**config.mk**
```make
export PLATFORM = sky130hd
export DESIGN_NAME = fxp_mul_arbiter_flat
export DESIGN_NICKNAME = d
export VERILOG_FILES = /design/src/rtl/fxp_pkg.sv /design/src/rtl/fxp_mul_arbiter_if.sv /design/src/rtl/fxp_rsp_fifo.sv /design/src/rtl/fxp_mul_arbiter.sv /design/src/flat_wrapper.sv
export SDC_FILE = /design/constraint.sdc
export NUM_CORES = 1
export LEC_CHECK = 0
export BUFFER_PORTS_ARGS = -buffer_cell sky130_fd_sc_hd__buf_2
export CAP_MARGIN = 20
export CORE_AREA = 2 2 203 125
export DETAILED_ROUTE_END_ITERATION = 10
export DIE_AREA = 0 0 205 127
export HOLD_SLACK_MARGIN = 0.06
export PLACE_DENSITY_LB_ADDON = 0.12
export SLEW_MARGIN = 0
export SYNTH_ARGS = -nofsm -noshare
export SYNTH_HDL_FRONTEND = slang
export SYNTH_HIERARCHICAL = 1
export SYNTH_SLANG_ARGS = --single-unit
```
**constraint.sdc**
```tcl
create_clock -name clk -period 7.68 [get_ports clk]
set_input_delay 0.768 -clock clk [delete_from_list [all_inputs] [get_ports clk]]
set_output_delay 0.768 -clock clk [all_outputs]
set_load 0.005 [all_outputs]
```
**src/rtl/fxp_pkg.sv**
```systemverilog
// Shared fixed-point formats and the result-buffer entry for the shared multiplier arbiter.
package fxp_pkg;

    localparam int FXP_A_W     = 17;
    localparam int FXP_B_W     = 17;
    localparam int FXP_P_W     = 34;
    localparam int FXP_MUL_LAT = 2;
    // Wide enough for up to 8 requesters; narrower configurations truncate on the way out.
    localparam int RSP_ID_W    = 3;

    typedef struct packed {
        logic [RSP_ID_W-1:0] id;
        logic [FXP_P_W-1:0]  product;
        logic                overflow;
        logic                underflow;
    } rsp_entry_t;

endpackage

```
**src/rtl/fxp_mul_arbiter_if.sv**
```systemverilog
// Requester and response-consumer signals of the shared multiplier arbiter.
interface fxp_mul_arbiter_if #(
    parameter int NUM_REQ = 4,
    parameter int A_W     = 17,
    parameter int B_W     = 17,
    parameter int P_W     = 34,
    parameter int ID_W    = $clog2(NUM_REQ)
);
    logic [NUM_REQ-1:0]     req_valid;
    logic [NUM_REQ-1:0]     req_ready;
    logic [NUM_REQ*A_W-1:0] req_a;
    logic [NUM_REQ*B_W-1:0] req_b;
    logic                   rsp_valid;
    logic                   rsp_ready;
    logic [ID_W-1:0]        rsp_id;
    logic [P_W-1:0]         rsp_product;
    logic                   rsp_overflow;
    logic                   rsp_underflow;

    modport master (
        output req_valid, req_a, req_b, rsp_ready,
        input  req_ready, rsp_valid, rsp_id, rsp_product, rsp_overflow, rsp_underflow
    );

    modport slave (
        input  req_valid, req_a, req_b, rsp_ready,
        output req_ready, rsp_valid, rsp_id, rsp_product, rsp_overflow, rsp_underflow
    );
endinterface

```
**src/rtl/fxp_rsp_fifo.sv**
```systemverilog
// First-word-fall-through result FIFO with occupancy count; head reads as zero when empty.
module fxp_rsp_fifo #(
    parameter int WIDTH = 8,
    parameter int DEPTH = 4
) (
    input  logic                         clk,
    input  logic                         rst,
    input  logic                         push,
    input  logic [WIDTH-1:0]             wdata,
    input  logic                         pop,
    output logic [WIDTH-1:0]             rdata,
    output logic                         valid,
    output logic [$clog2(DEPTH+1)-1:0]   count
);
    localparam int PTR_W = $clog2(DEPTH);
    localparam int CNT_W = $clog2(DEPTH+1);

    logic [WIDTH-1:0] mem [DEPTH];
    logic [PTR_W-1:0] wr_ptr;
    logic [PTR_W-1:0] rd_ptr;
    logic             full;
    logic             empty;
    logic             do_push;
    logic             do_pop;

    assign full    = (count == CNT_W'(DEPTH));
    assign empty   = (count == '0);
    // A push into a full FIFO is only taken when the head leaves in the same cycle.
    assign do_push = push && (!full || pop);
    assign do_pop  = pop && !empty;

    always_ff @(posedge clk) begin
        if (do_push) begin
            mem[wr_ptr] <= wdata;
        end
    end

    always_ff @(posedge clk) begin
        if (rst) begin
            wr_ptr <= '0;
            rd_ptr <= '0;
            count  <= '0;
        end else begin
            if (do_push) begin
                wr_ptr <= wr_ptr + 1'b1;
            end
            if (do_pop) begin
                rd_ptr <= rd_ptr + 1'b1;
            end
            case ({do_push, do_pop})
                2'b10:   count <= count + 1'b1;
                2'b01:   count <= count - 1'b1;
                default: count <= count;
            endcase
        end
    end

    assign valid = !empty;
    assign rdata = empty ? '0 : mem[rd_ptr];

endmodule

```
**src/rtl/fxp_mul_arbiter.sv**
```systemverilog
// Round-robin, credit-gated sharing of one pipelined multiplier among several requesters,
// with an in-order result buffer tagged by requester id.
module fxp_mul_arbiter
    import fxp_pkg::*;
#(
    parameter int NUM_REQ    = 4,
    parameter int A_W        = FXP_A_W,
    parameter int B_W        = FXP_B_W,
    parameter int P_W        = FXP_P_W,
    parameter int MUL_LAT    = FXP_MUL_LAT,
    parameter int FIFO_DEPTH = 4
) (
    input  logic                clk,
    input  logic                rst,
    fxp_mul_arbiter_if.slave    bus,
    output logic [A_W-1:0]      mul_a,
    output logic [B_W-1:0]      mul_b,
    input  logic [P_W-1:0]      mul_product,
    input  logic                mul_overflow,
    input  logic                mul_underflow,
    output logic                busy
);
    localparam int ID_W   = $clog2(NUM_REQ);
    localparam int CNT_W  = $clog2(FIFO_DEPTH+1);
    localparam int STAGES = MUL_LAT + 1;

    logic [ID_W-1:0]    rr_ptr;
    logic [CNT_W-1:0]   inflight;
    logic [CNT_W-1:0]   fifo_count;
    logic [CNT_W:0]     credit_used;
    logic               can_issue;
    logic [NUM_REQ-1:0] grant;
    logic [ID_W-1:0]    grant_id;
    logic               grant_valid;
    logic [STAGES-1:0]  tag_valid;
    logic [ID_W-1:0]    tag_id [STAGES];
    logic               result_write;
    rsp_entry_t         wr_entry;
    rsp_entry_t         rd_entry;

    // Registered counts only: a result popped this cycle frees its slot next cycle.
    assign credit_used = (CNT_W+1)'(inflight) + (CNT_W+1)'(fifo_count);
    assign can_issue   = credit_used < (CNT_W+1)'(FIFO_DEPTH);

    always_comb begin
        int idx;
        grant       = '0;
        grant_id    = '0;
        grant_valid = 1'b0;
        idx         = 0;
        if (can_issue && !rst) begin
            for (int k = 0; k < NUM_REQ; k++) begin
                idx = int'(rr_ptr) + k;
                if (idx >= NUM_REQ) begin
                    idx = idx - NUM_REQ;
                end
                if (!grant_valid && bus.req_valid[idx]) begin
                    grant_valid = 1'b1;
                    grant_id    = ID_W'(idx);
                    grant[idx]  = 1'b1;
                end
            end
        end
    end

    assign bus.req_ready = grant;

    always_ff @(posedge clk) begin
        if (rst) begin
            rr_ptr <= '0;
        end else if (grant_valid) begin
            rr_ptr <= (grant_id == ID_W'(NUM_REQ-1)) ? '0 : grant_id + 1'b1;
        end
    end

    // Stage 0 of the tag pipe travels with the operand register feeding the multiplier.
    always_ff @(posedge clk) begin
        if (rst) begin
            mul_a     <= '0;
            mul_b     <= '0;
            tag_valid <= '0;
            for (int s = 0; s < STAGES; s++) begin
                tag_id[s] <= '0;
            end
        end else begin
            tag_valid <= {tag_valid[STAGES-2:0], grant_valid};
            tag_id[0] <= grant_id;
            for (int s = 1; s < STAGES; s++) begin
                tag_id[s] <= tag_id[s-1];
            end
            if (grant_valid) begin
                mul_a <= bus.req_a[grant_id*A_W +: A_W];
                mul_b <= bus.req_b[grant_id*B_W +: B_W];
            end
        end
    end

    assign result_write = tag_valid[STAGES-1];

    always_ff @(posedge clk) begin
        if (rst) begin
            inflight <= '0;
        end else begin
            case ({grant_valid, result_write})
                2'b10:   inflight <= inflight + 1'b1;
                2'b01:   inflight <= inflight - 1'b1;
                default: inflight <= inflight;
            endcase
        end
    end

    always_comb begin
        wr_entry           = '0;
        wr_entry.id        = RSP_ID_W'(tag_id[STAGES-1]);
        wr_entry.product   = mul_product;
        wr_entry.overflow  = mul_overflow;
        wr_entry.underflow = mul_underflow;
    end

    fxp_rsp_fifo #(
        .WIDTH ($bits(rsp_entry_t)),
        .DEPTH (FIFO_DEPTH)
    ) u_rsp_fifo (
        .clk   (clk),
        .rst   (rst),
        .push  (result_write),
        .wdata (wr_entry),
        .pop   (bus.rsp_ready),
        .rdata (rd_entry),
        .valid (bus.rsp_valid),
        .count (fifo_count)
    );

    assign bus.rsp_id        = rd_entry.id[ID_W-1:0];
    assign bus.rsp_product   = rd_entry.product;
    assign bus.rsp_overflow  = rd_entry.overflow;
    assign bus.rsp_underflow = rd_entry.underflow;

    assign busy = (|tag_valid) | (fifo_count != '0);

endmodule
```
**src/flat_wrapper.sv**
```systemverilog
// flat-port wrapper written by rule: the top's interface ports become plain ports
module fxp_mul_arbiter_flat import fxp_pkg::*;
#(
    parameter int NUM_REQ    = 4,
    parameter int A_W        = FXP_A_W,
    parameter int B_W        = FXP_B_W,
    parameter int P_W        = FXP_P_W,
    parameter int MUL_LAT    = FXP_MUL_LAT,
    parameter int FIFO_DEPTH = 4
)
  (clk, rst, mul_a, mul_b, mul_product, mul_overflow, mul_underflow, busy, bus_req_valid, bus_req_a, bus_req_b, bus_rsp_ready, bus_req_ready, bus_rsp_valid, bus_rsp_id, bus_rsp_product, bus_rsp_overflow, bus_rsp_underflow);
  fxp_mul_arbiter_if #(.NUM_REQ(NUM_REQ), .A_W(A_W), .B_W(B_W), .P_W(P_W)) bus_i ();
  input  logic clk;
  input  logic rst;
  output logic [A_W-1:0] mul_a;
  output logic [B_W-1:0] mul_b;
  input  logic [P_W-1:0] mul_product;
  input  logic mul_overflow;
  input  logic mul_underflow;
  output logic busy;
  input wire logic [$bits(bus_i.req_valid)-1:0] bus_req_valid;
  input wire logic [$bits(bus_i.req_a)-1:0] bus_req_a;
  input wire logic [$bits(bus_i.req_b)-1:0] bus_req_b;
  input wire logic [$bits(bus_i.rsp_ready)-1:0] bus_rsp_ready;
  output wire logic [$bits(bus_i.req_ready)-1:0] bus_req_ready;
  output wire logic [$bits(bus_i.rsp_valid)-1:0] bus_rsp_valid;
  output wire logic [$bits(bus_i.rsp_id)-1:0] bus_rsp_id;
  output wire logic [$bits(bus_i.rsp_product)-1:0] bus_rsp_product;
  output wire logic [$bits(bus_i.rsp_overflow)-1:0] bus_rsp_overflow;
  output wire logic [$bits(bus_i.rsp_underflow)-1:0] bus_rsp_underflow;
  assign bus_i.req_valid = bus_req_valid;
  assign bus_i.req_a = bus_req_a;
  assign bus_i.req_b = bus_req_b;
  assign bus_i.rsp_ready = bus_rsp_ready;
  assign bus_req_ready = bus_i.req_ready;
  assign bus_rsp_valid = bus_i.rsp_valid;
  assign bus_rsp_id = bus_i.rsp_id;
  assign bus_rsp_product = bus_i.rsp_product;
  assign bus_rsp_overflow = bus_i.rsp_overflow;
  assign bus_rsp_underflow = bus_i.rsp_underflow;
  fxp_mul_arbiter #(.NUM_REQ(NUM_REQ), .A_W(A_W), .B_W(B_W), .P_W(P_W), .MUL_LAT(MUL_LAT), .FIFO_DEPTH(FIFO_DEPTH)) u_core (.clk(clk), .rst(rst), .bus(bus_i), .mul_a(mul_a), .mul_b(mul_b), .mul_product(mul_product), .mul_overflow(mul_overflow), .mul_underflow(mul_underflow), .busy(busy));
endmodule
```
==> results.cfg <==
[placed_design]
gp_congestion = 0.898
post-place-cells = 1170
numPortBuffers = 256
dp_hpwl_um = 15200
placed_area_mm2 = 0.0109
dpl_worst_slack_ns = 3.31

[final_layout]
final_cells = 1217
syn2layout_area_growth_pct = 26.0
final_layout_size_suffix_gt1_share_pct = 41.9
stdcell_area_mm2 = 0.0118
multiInputGateArea_mm2 = 0.00338
fillers = 2109
register_area_mm2 = 0.00571
final_util_pct = 49.3
nets = 1072

[synthesis]
yosysWarnings = 6
syn-num-nets = 828
synth.cell_area_mm2 = 0.00939
syn_area_per_cell_um2 = 14.8
syn_inst = 634

[floorplan]
dieArea_mm2 = 0.0260
core_mm2 = 0.0240
io_pins = 257
start_util_pct = 39.1
die_w_um = 205
fp.dieH_um = 127
row_count = 44

[cts]
root_buffer = clkbuf_16
cts_tree = yes
clk_latency_ns = 0.50
cts_hold_buf = 0
numCtsBuffers = 22
cts.path.max_buffers = 3
cts.sinks = 209
h-tree-depth = 1
clkTransAtPathRegs_ns = 0.06
post-cts-setup-buffers = 0
cts_resized = 0

[critical_path]
endpoint = bus_req_ready[3]
startpoint = u_core/rr_ptr[0]
crit_path_end_kind = primary output
critPathArrivalTime_ns = 3.98
r2r_start = u_core/rr_ptr[0]
r2r_cells = 11
path_max_fanout = 18
required_ns = 6.91
r2r_slack_ns = 3.26
worstReg2RegEnd = u_core/rr_ptr[0]
start_kind = register
critPathKind = register to primary output

[sta]
finalSetupViolCount = 0
fmax_ghz = 0.210
period_needed_ns = 4.75
worstMarginPinSlew_ns = 0.966
hold_violations = 0
rsz0062_at_grt = false
tns_ns = 0
fin_ws_ns = 2.93
finClkSkew_ns = 0.0124
whs_ns = 0.438
relSlewSlack_pct = 35.6
min_period_over_period_pct = 61.9
maxSlewViolCount = 0

[detailed_routing]
ant_nets = 0
via_count = 6447
drc_errors = 0
firstDrtPassIters = 6
wl_um = 22800
vias_per_cell = 5.30
wire_per_inst_um = 18.7
drt_iter0_drc = 429

[global_route]
grt_max_degree = 42
grt_antenna_before_repair = 3
grt_use_total_pct = 17.3
grt_pass1_vias = 6674
grt.overflow.total = 0
grt_pass1_wl_um = 35500

[min_path]
holdCritPathClass = register to register

[power]
leakage_nw = 4.49
total_power_mw = 3.61
pwr_density_cell_mw_per_mm2 = 305
peakVddDrop_uv = 172

[status]
status = complete, no violations

[job]
drv_cap = 0
[critical path, stage by stage (launching register included)]
cell and delay, ns:
dfxtp_1 0.82, inv_1 0.22, ha_1 0.59, mux2i_1 0.46
mux2i_4 0.19, a211oi_1 0.58, a22o_1 0.25, mux2i_1 0.07
a21oi_1 0.16, buf_2 0.13
[metal layers]
layer	GRT usage (%)	vias to the layer above	part of all wire [%]
li1	-	2974	-
met1	24.3	3247	46
met2	27.7	180	46
met3	3.37	46	5.4
met4	4.57	0	2.2
met5	0	-	0
[power by group]
part | switching, mW | internal [mW]
Combinational | 0.544 | 0.492
Clock | 0.426 | 0.779
Sequential | 0.0673 | 1.30
[layout make-up]
| class | instances | share of cell area [%] |
|---|---|---|
| Multi-Input combinational cell | 361 | 28.6 |
| Clock inverter | 15 | 2.14 |
| Clock buffer | 24 | 4.89 |
| Inverter | 17 | 0.539 |
| Timing Repair Buffer | 267 | 12.2 |
| Tap cell | 322 | 3.40 |
| Antenna cell | 2 | 0.0423 |
| Sequential cell | 209 | 48.2 |
[worst min-delay path by stage]
| stage | from | slack [ns] | endpoint | depth (start not counted) |
|---|---|---|---|---|
| 3_5_place_dp | u_core/tag_id[0][0] | 0.43 | u_core/tag_id[0][2] | 1 |
| 3_3_place_gp | u_core/tag_id[0][0] | 0.43 | u_core/tag_id[0][2] | 1 |
| 6_report | u_core/tag_id[0][0] | 0.44 | u_core/tag_id[0][2] | 1 |
| 5_1_grt | u_core/tag_id[0][0] | 0.47 | u_core/tag_id[0][2] | 1 |
| 4_1_cts | u_core/tag_id[0][0] | 0.44 | u_core/tag_id[0][2] | 1 |
| 2_1_floorplan | u_core/tag_id[0][0] | 0.41 | u_core/tag_id[0][2] | 1 |
[flip-flops by register name (all words and copies together) (netlist names), named ones only]
name	count
u_core/mul_a	17
u_core/tag_valid	3
u_core/u_rsp_fifo/count	3
u_core/mul_b	17
u_core/u_rsp_fifo/mem	152
u_core/tag_id	6
u_core/u_rsp_fifo/rd_ptr	2
u_core/rr_ptr	2
u_core/u_rsp_fifo/wr_ptr	2
u_core/inflight	3
[cell usage in the layout, fill, tap and decap left out, types with 5 or more instances in the layout]
cell type and instances:
clkbuf_16 23, a22o_1 23, xor2_1 5, nor2_1 20, edfxtp_1 152, bufinv_16 7, buf_4 5, mux2i_1 9
nand3_1 66, nand2_1 9, buf_2 256, dfxtp_1 55, nor2b_1 45, inv_1 14, a21oi_1 14, ha_1 13
mux4_2 52, a32o_1 16, o21ai_0 37
(Power assumes the default switching activity.)
